`config.mk`:
```
export PLATFORM = sky130hd
export DESIGN_NAME = rf_write_arbiter
export DESIGN_NICKNAME = d
export VERILOG_FILES = /design/src/rtl/rf_write_arbiter.sv
export SDC_FILE = /design/constraint.sdc
export NUM_CORES = 1
export LEC_CHECK = 0
export ABC_AREA = 1
export BUFFER_PORTS_ARGS = -buffer_cell sky130_fd_sc_hd__buf_2
export CORE_MARGIN = 10
export CORE_UTILIZATION = 41
export CTS_CLUSTER_SIZE = 30
export DETAILED_ROUTE_END_ITERATION = 12
export PLACE_DENSITY_LB_ADDON = 0.2
export SLEW_MARGIN = 20
export SYNTH_ARGS = -nofsm -noshare
export SYNTH_HDL_FRONTEND = slang
export SYNTH_SLANG_ARGS = --single-unit
```
`constraint.sdc`:
```
create_clock -name clk -period 1.1 [get_ports clk]
set_input_delay 0.055 -clock clk [delete_from_list [all_inputs] [get_ports clk]]
set_output_delay 0.055 -clock clk [all_outputs]
set_load 0.02 [all_outputs]
```
`src/rtl/rf_write_arbiter.sv`:
```
// Register-file write arbiter: clears the file after reset, then arbitrates two
// writers round-robin onto one registered write port and serves single-cycle reads.
module rf_write_arbiter #(
  parameter int unsigned ADDR_WIDTH = 4,
  parameter int unsigned DATA_WIDTH = 8
) (
  input  logic                  clk,
  input  logic                  rst_n,
  input  logic                  w0_valid,
  input  logic [ADDR_WIDTH-1:0] w0_addr,
  input  logic [DATA_WIDTH-1:0] w0_data,
  output logic                  w0_ready,
  input  logic                  w1_valid,
  input  logic [ADDR_WIDTH-1:0] w1_addr,
  input  logic [DATA_WIDTH-1:0] w1_data,
  output logic                  w1_ready,
  input  logic                  rd_valid,
  input  logic [ADDR_WIDTH-1:0] rd_addr,
  output logic                  rd_ready,
  output logic                  rd_resp_valid,
  output logic [DATA_WIDTH-1:0] rd_resp_data,
  output logic                  rf_wen,
  output logic [ADDR_WIDTH-1:0] rf_waddr,
  output logic [DATA_WIDTH-1:0] rf_wdata,
  output logic [ADDR_WIDTH-1:0] rf_raddr,
  input  logic [DATA_WIDTH-1:0] rf_rdata,
  output logic                  init_done
);

  localparam int unsigned DEPTH = 1 << ADDR_WIDTH;
  localparam int unsigned CNT_W = ADDR_WIDTH + 1;

  typedef enum logic {ST_INIT, ST_RUN} state_t;

  state_t                  state_q;
  logic [CNT_W-1:0]        cnt_q;
  logic                    last_q;          // 1: requester 1 was granted last
  logic                    rf_wen_q;
  logic [ADDR_WIDTH-1:0]   rf_waddr_q;
  logic [DATA_WIDTH-1:0]   rf_wdata_q;
  logic                    rd_resp_valid_q;
  logic [DATA_WIDTH-1:0]   rd_resp_data_q;
  logic                    init_done_q;

  logic w0_acc;
  logic w1_acc;
  logic rd_acc;
  logic sweep_last;

  // Grants depend only on the two valids, the pointer and the run state.
  assign w0_ready   = init_done_q & w0_valid & (~w1_valid | last_q);
  assign w1_ready   = init_done_q & w1_valid & (~w0_valid | ~last_q);
  assign w0_acc     = w0_valid & w0_ready;
  assign w1_acc     = w1_valid & w1_ready;
  assign rd_ready   = init_done_q;
  assign rd_acc     = rd_valid & init_done_q;
  assign sweep_last = (cnt_q == CNT_W'(DEPTH - 1));

  assign rf_raddr      = rd_addr;
  assign rf_wen        = rf_wen_q;
  assign rf_waddr      = rf_waddr_q;
  assign rf_wdata      = rf_wdata_q;
  assign rd_resp_valid = rd_resp_valid_q;
  assign rd_resp_data  = rd_resp_data_q;
  assign init_done     = init_done_q;

  always_ff @(posedge clk or negedge rst_n) begin
    if (!rst_n) begin
      state_q         <= ST_INIT;
      cnt_q           <= '0;
      last_q          <= 1'b1;
      rf_wen_q        <= 1'b0;
      rf_waddr_q      <= '0;
      rf_wdata_q      <= '0;
      rd_resp_valid_q <= 1'b0;
      rd_resp_data_q  <= '0;
      init_done_q     <= 1'b0;
    end else begin
      rf_wen_q        <= 1'b0;
      rd_resp_valid_q <= rd_acc;
      if (rd_acc) begin
        rd_resp_data_q <= rf_rdata;
      end
      case (state_q)
        ST_INIT: begin
          // One clear write per cycle; the extra counter bit keeps the top address from wrapping.
          rf_wen_q   <= 1'b1;
          rf_waddr_q <= cnt_q[ADDR_WIDTH-1:0];
          rf_wdata_q <= '0;
          cnt_q      <= cnt_q + CNT_W'(1);
          if (sweep_last) begin
            state_q <= ST_RUN;
          end
        end
        ST_RUN: begin
          init_done_q <= 1'b1;
          if (w0_acc) begin
            rf_wen_q   <= 1'b1;
            rf_waddr_q <= w0_addr;
            rf_wdata_q <= w0_data;
            last_q     <= 1'b0;
          end else if (w1_acc) begin
            rf_wen_q   <= 1'b1;
            rf_waddr_q <= w1_addr;
            rf_wdata_q <= w1_data;
            last_q     <= 1'b1;
          end
        end
      endcase
    end
  end

endmodule

```
==> out/summary.txt <==
RSZ-0062 raised after global routing -> true
First-pass GRT wire length -> 7093 um
Syn avg cell area -> 8.015 um2
Die width -> 79.32 um
FMAX -> 0.7728 GHz
DP Area -> 1883 um2
Power share of the clock group -> 0.297
Routed Antenna Nets -> 0
Max-cap violation count -> 0
Dominant cells by area after synthesis -> dfrtp_1 50%, nand2_1 20%, inv_1 5.2%
Htree depth -> 2
Critical Path End Type -> flip-flop
GRT Total Usage -> 0.1419
Status -> finished with violations
Worst hold-check path type -> input port to flip-flop
Pre-antenna DRT Iters -> 4
Hold-critical path depth -> 5
Wire per inst -> 13.41 um
Final Cell Area -> 2392 um2
Worst reg2reg path endpoint -> rf_waddr[0]
CTS tree -> done
Reg2Reg Setup Slack -> -0.19 ns
IO buf count -> 62
Critical path data required time -> 1.37 ns
Count of cell types in the netlist -> 21
Worst-skew pair later-pin latency -> 0.33 ns
Fillers -> 284
Worst Path Arrival -> 1.57 ns
Root buf cell -> clkbuf_4
Number of rows in the core area -> 21
Hold slack final -> 0.01870 ns
Initial Util -> 0.4289
Core footprint -> 3363 um2
Largest net degree at the start of global routing -> 19
P per Cell Area -> 1138 nW/um2
Die area -> 6291 um2
Slew margin rel. -> 0.7865
CP Max Fanout -> 3
Sequential cell fraction of total power -> 0.457
Yosys warns -> 0
Skew final -> 0.007010 ns
FF-to-FF path depth -> 8
Top-area cell type share of the netlist area -> 0.5030
Initial antenna violation count -> 0
TritonCTS Buffers -> 5
Layout cells sized above 1 -> 0.4787
Nets -> 324
Min-Delay Endpoint -> rf_wdata[3]
Global route overflow -> 0
Routability cong. -> 0.7312
Cell Area, Synth -> 1443 um2
Kind of critical path -> flip-flop to flip-flop
Switch Pwr -> 803.2 uW
Area of the multi-input gates -> 679.4 um2
Reg clk slew, reported paths -> 0.09 ns
Worst slew pin tran -> 0.3203 ns
Vias -> 1476
Die height -> 79.32 um
CTS Buffer Depth -> 2
Number of setup violations in the final report -> 23
Static leakage -> 0.001325 uW
Switching share of power -> 0.2950
Post-Synthesis Cells -> 180
Register area -> 754.5 um2
Vias in the first global route -> 1550
Reg-to-Reg Start -> last_q
Fin crit period -> 1.294 ns
Hold wc startpoint -> w0_data[3]
Final Hold Vio Count -> 0
Initial drt markers -> 45
DP HPWL -> 2860 um
Synthesized flop and latch total -> 30
Worst Setup SP -> last_q
Design Power -> 2722 uW
Area Growth Syn to Fin -> 65.83%
Pins Over Slew Limit -> 0
Comb power frac -> 0.246
Period Utilization, post-route -> 1.176
Startpoint Class -> flip-flop
WL final -> 4400 um
Max VDD drop -> 0.6582 mV
Via density per instance -> 4.500
Cell Int Power -> 1919 uW
Drt drc -> 0
Antenna Cells -> 0
Clk sinks -> 30
Sequential element share of the synthesized area -> 0.5212
Largest area contributor in the netlist -> dfrtp_1
Final Core Density -> 0.7113
Failing checks -> setup timing
Syn nets -> 223
I/O pin total -> 71
Fin worst setup slack -> -0.1940 ns
[layer usage]
layer / track usage / routed length, um / part of all wire
met4: 0.05376 / 63 / 0.014
met1: 0.1520 / 1829 / 0.42
met3: 0.07883 / 395 / 0.090
met2: 0.2292 / 2112 / 0.48
met5: 0 / 0 / 0
[cell usage after synthesis]
library cell	count
a21boi_0	1
dfrtp_1	29
inv_1	20
a21oi_4	1
clkinv_1	1
a21oi_1	3
nor2_1	10
nand2_1	77
ha_1	2
buf_4	6
o21ai_1	7
buf_6	2
nand2_2	3
inv_2	1
xor2_1	2
dfstp_2	1
nand3_2	1
nand3_1	5
buf_2	2
or2_2	3
o21ai_0	3
[state kept, by name, indices dropped and copies added, names as in the netlist]
register,flops
rd_resp_valid,1
rd_resp_data,8
last_q,1
state_q,1
cnt_q,5
init_done,1
rf_wdata,8
rf_wen,1
rf_waddr,4
[cell type report]
cell class,instances,share of cell area
tap,46,0.02406
sequential,30,0.3154
inverter,22,0.03975
clock buffer,8,0.03295
timing repair buffer,102,0.3039
multi-input combinational,120,0.2840
[worst max-delay path, stage by stage (launching register included)]
cell     delay [ns]
dfstp_2        0.55
inv_2          0.05
nand2_4        0.09
buf_4          0.17
buf_4          0.12
nand3_1        0.08
nand3_1        0.10
nand2_1        0.05
nand2_1        0.05
[placed cells by master (no fill, tap or decap)]
master | synthesis | final
nand2_1 | 77 | 60
buf_2 | 2 | 58
dfrtp_1 | 29 | 27
dlygate4sd3_1 | 0 | 17
buf_4 | 6 | 17
inv_1 | 20 | 16
nand2_2 | 3 | 12
nand2_4 | 0 | 8
nor2_1 | 10 | 7
o21ai_1 | 7 | 7
buf_6 | 2 | 7
nand3_1 | 5 | 5
clkbuf_4 | 0 | 5
inv_2 | 1 | 3
a21oi_1 | 3 | 3
clkbuf_8 | 0 | 3
buf_12 | 0 | 3
nand2_8 | 0 | 2
or2_4 | 0 | 2
o21ai_0 | 3 | 2
nor2_2 | 0 | 2
xor2_1 | 2 | 2
ha_2 | 0 | 2
dfrtp_2 | 0 | 2
inv_6 | 0 | 1
clkinv_4 | 0 | 1
inv_4 | 0 | 1
nand3_2 | 1 | 1
a21oi_4 | 1 | 1
o21ai_2 | 0 | 1
a21boi_0 | 1 | 1
nor2_4 | 0 | 1
or2_2 | 3 | 1
dfstp_2 | 1 | 1
[timing repair]
action / CTS / global route
buffers inserted: 6 / 4
pin swaps: 4 / 14
endpoints found under the setup margin: 22 / 29
endpoints found under the hold margin: 45 / 1
gates cloned: 1 / 1
hold buffers: 16 / 1
gates resized for setup: 13 / 39
[cell families (layout without fill, tap and decap cells)]
kind of cell | after synthesis | count (layout) | synth area share
simple gates | 99 | 101 | 0.2767
buf+inv | 32 | 132 | 0.1110
flops | 30 | 30 | 0.5213
xor+xnor | 2 | 2 | 0.01214
fa+ha+maj | 2 | 2 | 0.01734
compound gates | 15 | 15 | 0.06157
[power groups by stage]
stage	clock [uW]	combinational, uW	sequential [uW]
2_1_floorplan	0	214	1360
3_3_place_gp	0	517	1250
3_5_place_dp	0	524	1250
4_1_cts	839	617	1230
5_1_grt	915	736	1260
6_report	807	670	1240
[how the worst max path moves through the flow]
| stage | cells past startpoint | to | slack, ns |
|---|---|---|---|
| after floorplan | 8 | rf_waddr[0] | -0.03 |
| after global placement | 7 | rf_waddr[2] | -0.07 |
| after detailed placement | 7 | rf_waddr[2] | -0.12 |
| after CTS | 5 | w0_ready | -0.19 |
| after global routing | 8 | rf_waddr[0] | -0.25 |
| final | 8 | rf_waddr[0] | -0.19 |
[stage by stage]
step | setup WS, ns | std cells | setup TNS (ns)
after floorplan | -0.03105 | 180 | -0.1143
after global placement | -0.06771 | 291 | -0.3955
after detailed placement | -0.1174 | 291 | -0.8009
after CTS | -0.1941 | 322 | -1.704
after global routing | -0.2521 | 328 | -3.427
final | -0.1940 | 328 | -1.863
No activity file was read; power rests on OpenSTA's default activity.
